$ cat config.mk
export PLATFORM = sky130hd
export DESIGN_NAME = rom_access_arbiter_flat
export DESIGN_NICKNAME = d
export VERILOG_FILES = /design/src/rtl/rom_access_arbiter_if.sv /design/src/rtl/rom_access_arbiter.sv /design/src/flat_wrapper.sv
export SDC_FILE = /design/constraint.sdc
export NUM_CORES = 1
export LEC_CHECK = 0
export ABC_CLOCK_PERIOD_IN_PS = 2050
export BUFFER_PORTS_ARGS = -buffer_cell sky130_fd_sc_hd__buf_2
export CORE_ASPECT_RATIO = 1.25
export CORE_MARGIN = 3
export CORE_UTILIZATION = 28
export DETAILED_ROUTE_END_ITERATION = 6
export PLACE_DENSITY = 0.77
export SYNTH_ARGS = -nofsm -noshare
export SYNTH_HDL_FRONTEND = slang
export SYNTH_SLANG_ARGS = --single-unit
$ cat constraint.sdc
create_clock -name clk -period 2.05 [get_ports clk]
set_clock_uncertainty 0.1 [all_clocks]
set_input_delay 0.205 -clock clk [delete_from_list [all_inputs] [get_ports clk]]
set_output_delay 0.205 -clock clk [all_outputs]
set_load 0.03 [all_outputs]
$ cat src/rtl/rom_access_arbiter_if.sv
// rtl/rom_access_arbiter_if.sv - read ports and ROM-controller bus of the boot ROM arbiter
// slave: arbiter view; master: core/ROM-controller view.
interface rom_access_arbiter_if #(
  parameter int ADDR_W = 15,
  parameter int DATA_W = 32
);
  logic              p0_req;
  logic [ADDR_W-1:0] p0_addr;
  logic              p0_gnt;
  logic              p0_rvalid;
  logic [DATA_W-1:0] p0_rdata;
  logic              p1_req;
  logic [ADDR_W-1:0] p1_addr;
  logic              p1_gnt;
  logic              p1_rvalid;
  logic [DATA_W-1:0] p1_rdata;
  logic              rom_req;
  logic [ADDR_W-1:0] rom_addr;
  logic [DATA_W-1:0] rom_rdata;
  logic              rom_ready;

  modport slave (
    input  p0_req, p0_addr, p1_req, p1_addr, rom_rdata, rom_ready,
    output p0_gnt, p0_rvalid, p0_rdata, p1_gnt, p1_rvalid, p1_rdata, rom_req, rom_addr
  );

  modport master (
    output p0_req, p0_addr, p1_req, p1_addr, rom_rdata, rom_ready,
    input  p0_gnt, p0_rvalid, p0_rdata, p1_gnt, p1_rvalid, p1_rdata, rom_req, rom_addr
  );
endinterface

$ cat src/rtl/rom_access_arbiter.sv
// rtl/rom_access_arbiter.sv - two-port boot ROM arbiter with MBIST entry/exit sequencing
// Optional ROM_ARB_ADDR_CHECK_EN: misaligned/out-of-range reads answered locally with 32'hDEAD_BEEF.
module rom_access_arbiter #(
  parameter int ADDR_W    = 15,
  parameter int DATA_W    = 32,
  parameter int MAX_WAIT  = 4,
  parameter int ROM_BYTES = 32768
) (
  input  logic clk,
  input  logic rst,
  rom_access_arbiter_if.slave bus,
  input  logic mbist_req,
  output logic rom_mbist_en,
  input  logic rom_mbist_done,
  input  logic rom_mbist_fail,
  output logic mbist_done,
  output logic mbist_fail,
  output logic arb_idle,
  output logic rsp_err
);
  localparam int WCNT_W = $clog2(MAX_WAIT + 1);
  localparam logic [WCNT_W-1:0] WAIT_MAX = WCNT_W'(MAX_WAIT);

  typedef enum logic [1:0] {S_NORMAL, S_DRAIN, S_MBIST} state_t;

  state_t            state, state_nxt;
  logic              grant_en;
  logic              p1_win;
  logic              any_gnt;
  logic [ADDR_W-1:0] win_addr;
  logic [WCNT_W-1:0] wait_cnt;
  logic              pend_valid;
  logic              pend_owner;
  logic              rsp_hit;
  logic [DATA_W-1:0] rsp_data;
  logic              fwd_ok;

  always_ff @(posedge clk or posedge rst) begin
    if (rst) state <= S_NORMAL;
    else     state <= state_nxt;
  end

  always_comb begin
    state_nxt = state;
    case (state)
      S_NORMAL: if (mbist_req)   state_nxt = S_DRAIN;
      S_DRAIN:  if (!pend_valid) state_nxt = S_MBIST;
      S_MBIST:  if (!mbist_req)  state_nxt = S_NORMAL;
      default:                   state_nxt = S_NORMAL;
    endcase
  end

  always_comb begin
    grant_en     = (state == S_NORMAL) && !mbist_req;
    rom_mbist_en = (state == S_MBIST);
  end

  // p0 has priority unless p1 has been starved for MAX_WAIT cycles.
  assign p1_win     = bus.p1_req && (!bus.p0_req || (wait_cnt == WAIT_MAX));
  assign bus.p0_gnt = grant_en && bus.p0_req && !p1_win;
  assign bus.p1_gnt = grant_en && p1_win;
  assign any_gnt    = bus.p0_gnt || bus.p1_gnt;
  assign win_addr   = bus.p1_gnt ? bus.p1_addr : bus.p0_addr;

`ifdef ROM_ARB_ADDR_CHECK_EN
  localparam logic [ADDR_W:0] ROM_LIMIT = (ADDR_W+1)'(ROM_BYTES);
  logic addr_bad;
  logic pend_bad;
  assign addr_bad = (win_addr[1:0] != 2'b00) || ({1'b0, win_addr} >= ROM_LIMIT);
  assign fwd_ok   = !addr_bad;
  assign rsp_hit  = pend_valid && (pend_bad || bus.rom_ready);
  assign rsp_data = pend_bad ? DATA_W'(32'hDEAD_BEEF) : bus.rom_rdata;

  always_ff @(posedge clk or posedge rst) begin
    if (rst) pend_bad <= 1'b0;
    else     pend_bad <= any_gnt && addr_bad;
  end
`else
  assign fwd_ok   = 1'b1;
  assign rsp_hit  = pend_valid && bus.rom_ready;
  assign rsp_data = bus.rom_rdata;
`endif

  assign bus.rom_req  = any_gnt && fwd_ok;
  assign bus.rom_addr = win_addr;

  assign bus.p0_rvalid = rsp_hit && !pend_owner;
  assign bus.p1_rvalid = rsp_hit && pend_owner;
  assign bus.p0_rdata  = bus.p0_rvalid ? rsp_data : '0;
  assign bus.p1_rdata  = bus.p1_rvalid ? rsp_data : '0;
  assign arb_idle      = !any_gnt && !pend_valid;

  // Pending lives exactly one cycle: the ROM answers next cycle or never.
  always_ff @(posedge clk or posedge rst) begin
    if (rst) begin
      pend_valid <= 1'b0;
      pend_owner <= 1'b0;
      rsp_err    <= 1'b0;
      wait_cnt   <= '0;
    end else begin
      pend_valid <= any_gnt;
      pend_owner <= bus.p1_gnt;
      if (pend_valid && !rsp_hit) rsp_err <= 1'b1;
      if (bus.p1_gnt || !bus.p1_req)  wait_cnt <= '0;
      else if (wait_cnt != WAIT_MAX)  wait_cnt <= wait_cnt + 1'b1;
    end
  end

  always_ff @(posedge clk or posedge rst) begin
    if (rst) begin
      mbist_done <= 1'b0;
      mbist_fail <= 1'b0;
    end else if (state == S_DRAIN && state_nxt == S_MBIST) begin
      mbist_done <= 1'b0;
      mbist_fail <= 1'b0;
    end else if (state == S_MBIST) begin
      mbist_done <= rom_mbist_done;
      mbist_fail <= rom_mbist_fail;
    end
  end
endmodule
$ cat src/flat_wrapper.sv
// flat-port wrapper written by rule: the top's interface ports become plain ports
module rom_access_arbiter_flat 
#(
  parameter int ADDR_W    = 15,
  parameter int DATA_W    = 32,
  parameter int MAX_WAIT  = 4,
  parameter int ROM_BYTES = 32768
)
  (clk, rst, mbist_req, rom_mbist_en, rom_mbist_done, rom_mbist_fail, mbist_done, mbist_fail, arb_idle, rsp_err, bus_p0_req, bus_p0_addr, bus_p1_req, bus_p1_addr, bus_rom_rdata, bus_rom_ready, bus_p0_gnt, bus_p0_rvalid, bus_p0_rdata, bus_p1_gnt, bus_p1_rvalid, bus_p1_rdata, bus_rom_req, bus_rom_addr);
  rom_access_arbiter_if #(.ADDR_W(ADDR_W), .DATA_W(DATA_W)) bus_i ();
  input  logic clk;
  input  logic rst;
  input  logic mbist_req;
  output logic rom_mbist_en;
  input  logic rom_mbist_done;
  input  logic rom_mbist_fail;
  output logic mbist_done;
  output logic mbist_fail;
  output logic arb_idle;
  output logic rsp_err;
  input wire logic [$bits(bus_i.p0_req)-1:0] bus_p0_req;
  input wire logic [$bits(bus_i.p0_addr)-1:0] bus_p0_addr;
  input wire logic [$bits(bus_i.p1_req)-1:0] bus_p1_req;
  input wire logic [$bits(bus_i.p1_addr)-1:0] bus_p1_addr;
  input wire logic [$bits(bus_i.rom_rdata)-1:0] bus_rom_rdata;
  input wire logic [$bits(bus_i.rom_ready)-1:0] bus_rom_ready;
  output wire logic [$bits(bus_i.p0_gnt)-1:0] bus_p0_gnt;
  output wire logic [$bits(bus_i.p0_rvalid)-1:0] bus_p0_rvalid;
  output wire logic [$bits(bus_i.p0_rdata)-1:0] bus_p0_rdata;
  output wire logic [$bits(bus_i.p1_gnt)-1:0] bus_p1_gnt;
  output wire logic [$bits(bus_i.p1_rvalid)-1:0] bus_p1_rvalid;
  output wire logic [$bits(bus_i.p1_rdata)-1:0] bus_p1_rdata;
  output wire logic [$bits(bus_i.rom_req)-1:0] bus_rom_req;
  output wire logic [$bits(bus_i.rom_addr)-1:0] bus_rom_addr;
  assign bus_i.p0_req = bus_p0_req;
  assign bus_i.p0_addr = bus_p0_addr;
  assign bus_i.p1_req = bus_p1_req;
  assign bus_i.p1_addr = bus_p1_addr;
  assign bus_i.rom_rdata = bus_rom_rdata;
  assign bus_i.rom_ready = bus_rom_ready;
  assign bus_p0_gnt = bus_i.p0_gnt;
  assign bus_p0_rvalid = bus_i.p0_rvalid;
  assign bus_p0_rdata = bus_i.p0_rdata;
  assign bus_p1_gnt = bus_i.p1_gnt;
  assign bus_p1_rvalid = bus_i.p1_rvalid;
  assign bus_p1_rdata = bus_i.p1_rdata;
  assign bus_rom_req = bus_i.rom_req;
  assign bus_rom_addr = bus_i.rom_addr;
  rom_access_arbiter #(.ADDR_W(ADDR_W), .DATA_W(DATA_W), .MAX_WAIT(MAX_WAIT), .ROM_BYTES(ROM_BYTES)) u_core (.clk(clk), .rst(rst), .bus(bus_i), .mbist_req(mbist_req), .rom_mbist_en(rom_mbist_en), .rom_mbist_done(rom_mbist_done), .rom_mbist_fail(rom_mbist_fail), .mbist_done(mbist_done), .mbist_fail(mbist_fail), .arb_idle(arb_idle), .rsp_err(rsp_err));
endmodule
==> run_results.csv <==
group,metric,value,unit
final_layout,fin_util,59.4,%
final_layout,final_cell_mix,"buf_2, and2_1, buf_6, buf_4",
sta,max_slew_margin,72.9,%
detailed_routing,detail-route-antenna-nets,0,
pwr,pwr-share-clk,13.5,%
worst_setup_path,cp_cell_sequence,"or3_4 -> a211oi_4 -> buf_6 -> clkbuf_16 -> mux2_4 -> buf_6",
sta,rsz0062_at_grt,"yes",
worst_setup_path,critPathKind,"flip-flop to output pin",
detailed_routing,dr.pass1.iters,4,
logic_synthesis,postSynthAreaPerCell,8.42,µm²
logic_synthesis,postSynthCellCount,138,
detailed_routing,drc_errors,0,
floorplan,ios,159,
sta,hold_ws,0.126,ns
floorplan,coreArea,0.00388,mm²
pwr,p_sw,0.000644,W
logic_synthesis,synth-seq-area-share,21.5,%
worst_setup_path,required,1.75,ns
detailed_routing,drt_wl_total,4680,µm
floorplan,die_area,0.00497,mm²
pwr,leakage,1.42,nW
detailed_routing,dr.first_iter.drc_count,21,
clock_tree,htree_levels,1,
placement,routabilityCongestion,0.856,
grt,grt_first_pass_wirelength,7230,µm
floorplan,initial_core_util,30.0,%
detailed_routing,wl_per_cell,12.9,µm
final_layout,fillers,390,
placement,io_buffer_count,158,
sta,max_freq,445,MHz
placement,dp_hpwl,3750,µm
final_layout,fin_nets,382,
outcome,violations,"setup timing",
floorplan,fp.dieW,63.6,µm
logic_synthesis,synth_edf_count,0,
worst_hold_path,min_path_type,"input port to flip-flop",
final_layout,diodes,0,
clock_tree,clock_latency,0.22,ns
worst_setup_path,crit_fanout,4,
clock_tree,cts_tree,"yes",
floorplan,num_rows,25,
sta,drv_slew,0,
clock_tree,cts_buffers,3,
clock_tree,cts-root-buf,"clkbuf_8",
worst_setup_path,arrival,1.94,ns
worst_setup_path,critPathCaptureType,"output pin",
logic_synthesis,synth_warnings,0,
grt,antenna_found_initial,0,
pwr,internal-power,0.000790,W
logic_synthesis,ys_types,28,
logic_synthesis,synth_area,0.00116,mm²
clock_tree,cts.clk_slew.worst_paths,0.04,ns
clock_tree,cts.sinks,10,
worst_setup_path,cpMaxStageDelayCell,"or3_4",
pwr,combPwrFrac,66.3,%
final_layout,final_layout_size_suffix_gt1_share,63.6,%
final_layout,seq_area,250,µm²
flow_run,max-cap-violations,0,
floorplan,fp.dieH,78.0,µm
sta,period_share,110,%
sta,tns,-2.81,ns
sta,setup_viol,15,
outcome,status,"complete, but fails checks",
clock_tree,clock_path_buffers,2,
pwr,power_frac_seq,20.2,%
final_layout,multi_input_area,851,µm²
sta,worst_slew_pin_slew,0.407,ns
worst_setup_path,crit_path_frequent_cell,"buf_6",
pwr,p_per_area,622,mW/mm²
pwr,ir_drop,0.000350,V
logic_synthesis,synthArstFlopShare,100,%
worst_setup_path,rrSetupSlack,0.43,ns
worst_setup_path,cp-start-kind,"flip-flop",
logic_synthesis,syn-num-nets,210,
detailed_routing,via_per_inst,4.32,
sta,finalCriticalPeriod,2.25,ns
final_layout,final_common_cell,"buf_2",
final_layout,area_delta_synth_final,98.3,%
grt,grtUsageTotal,17.8,%
logic_synthesis,synth_flop_cell,"dfrtp_1",
logic_synthesis,ys_ff_latch,10,
detailed_routing,vias,1564,
grt,grt_max_degree,34,
sta,setup_ws,-0.199,ns
pwr,switching_share,44.9,%
sta,finalHoldViolCount,0,
grt,gr-total-overflow,0,
worst_setup_path,critPathMaxStageDelay,0.40,ns
grt,grt_pass1_vias,1581,
-- synthesized netlist by cell type (2+ instances only) --
| library cell | count | area share (%) |
|---|---|---|
| and2_1 | 64 | 34 |
| dfrtp_1 | 10 | 22 |
| mux2_4 | 9 | 12 |
| nor2_1 | 8 | 2.6 |
| inv_1 | 7 | 2.3 |
| clkbuf_1 | 6 | 1.9 |
| mux2_2 | 6 | 5.8 |
| nand2_1 | 3 | 0.97 |
| a21o_1 | 2 | 1.3 |
| ha_1 | 2 | 2.2 |
| mux2i_1 | 2 | 1.7 |
| nor3_1 | 2 | 0.86 |
| o21ai_0 | 2 | 0.86 |
-- final timing paths --
path / startpoint / endpoint / depth (start not counted)
worst max-delay path: u_core.state[0]$_DFF_PP0_ / bus_rom_addr[0] / 6
worst min-delay path: rom_mbist_done / u_core.mbist_done$_DFFE_PP0P_ / 3
worst max register to register: u_core.state[0]$_DFF_PP0_ / u_core.pend_owner$_DFF_PP0_ / 6
worst min register to register: u_core.rsp_err$_DFFE_PP0P_ / u_core.rsp_err$_DFFE_PP0P_ / 1
max in group asynchronous: rst / u_core.mbist_fail$_DFFE_PP0P_ / 3
min in group asynchronous: rst / u_core.wait_cnt[1]$_DFFE_PP0P_ / 3
-- final cells by class --
cell class / count / area share [%]
Multi-Input combinational cell: 113 / 36.9
Inverter: 7 / 1.14
Timing Repair Buffer: 175 / 46.4
Clock buffer: 3 / 1.79
Sequential cell: 10 / 10.9
Tap cell: 54 / 2.93
-- per-stage QoR --
step                      total power, W  setup WS, ns  cells  instance area, µm²
after global routing             0.00153        -0.231    362                2300
final                            0.00143        -0.199    362                2300
after detailed placement         0.00112        0.0271    350                2040
after CTS                        0.00142        -0.180    360                2260
after floorplan                 0.000840       -0.0592    138                1160
after global placement           0.00110        0.0784    350                2040
-- critical path: cells and delay by family (launching register included) --
family          cells  cell delay, ns
simple gates        1            0.40
mux                 1            0.30
buf+inv             3            0.46
compound gates      1            0.17
flops               1            0.39
-- layer usage --
metal | vias up | GRT usage [%] | part of all wire [%]
li1 | 788 | - | -
met1 | 663 | 17.0 | 32
met2 | 109 | 36.4 | 55
met3 | 4 | 4.72 | 12
met4 | 0 | 4.75 | 0.88
met5 | - | 0 | 0
-- sequential cells by signal, indices dropped and copies added (netlist names) --
| name | flops |
|---|---|
| u_core.mbist_fail | 1 |
| u_core.mbist_done | 1 |
| u_core.wait_cnt | 3 |
| u_core.pend_valid | 1 |
| u_core.rsp_err | 1 |
| u_core.state | 2 |
| u_core.pend_owner | 1 |
-- kinds of logic (layout without fill, tap and decap cells) --
kind of cell               count (synthesis)  in the layout  synth area share [%]
and+or+nand+nor                           83             83                  42.1
adders and majority gates                  2              2                  2.15
buffers and inverters                     15            185                  6.89
DFF                                       10             10                  21.5
muxes                                     17             17                  19.2
AOI/OAI and AO/OA                         11             11                  8.18
-- power by group through the flow --
stage / Sequential [W] / Clock, W / Combinational (W)
after CTS: 0.000285 / 0.000203 / 0.000927
after global placement: 0.000285 / 0 / 0.000817
final: 0.000289 / 0.000194 / 0.000951
after floorplan: 0.000333 / 0 / 0.000507
after detailed placement: 0.000288 / 0 / 0.000830
after global routing: 0.000294 / 0.000217 / 0.00102
-- what timing repair did --
item,CTS,global route
hold buffers,1,0
buffers inserted,5,1
hold endpoints to repair,10,0
cloned,1,1
pin swaps,1,0
gates resized for setup,35,2
setup endpoints to repair,15,17
No activity file was read; power rests on OpenSTA's default activity.
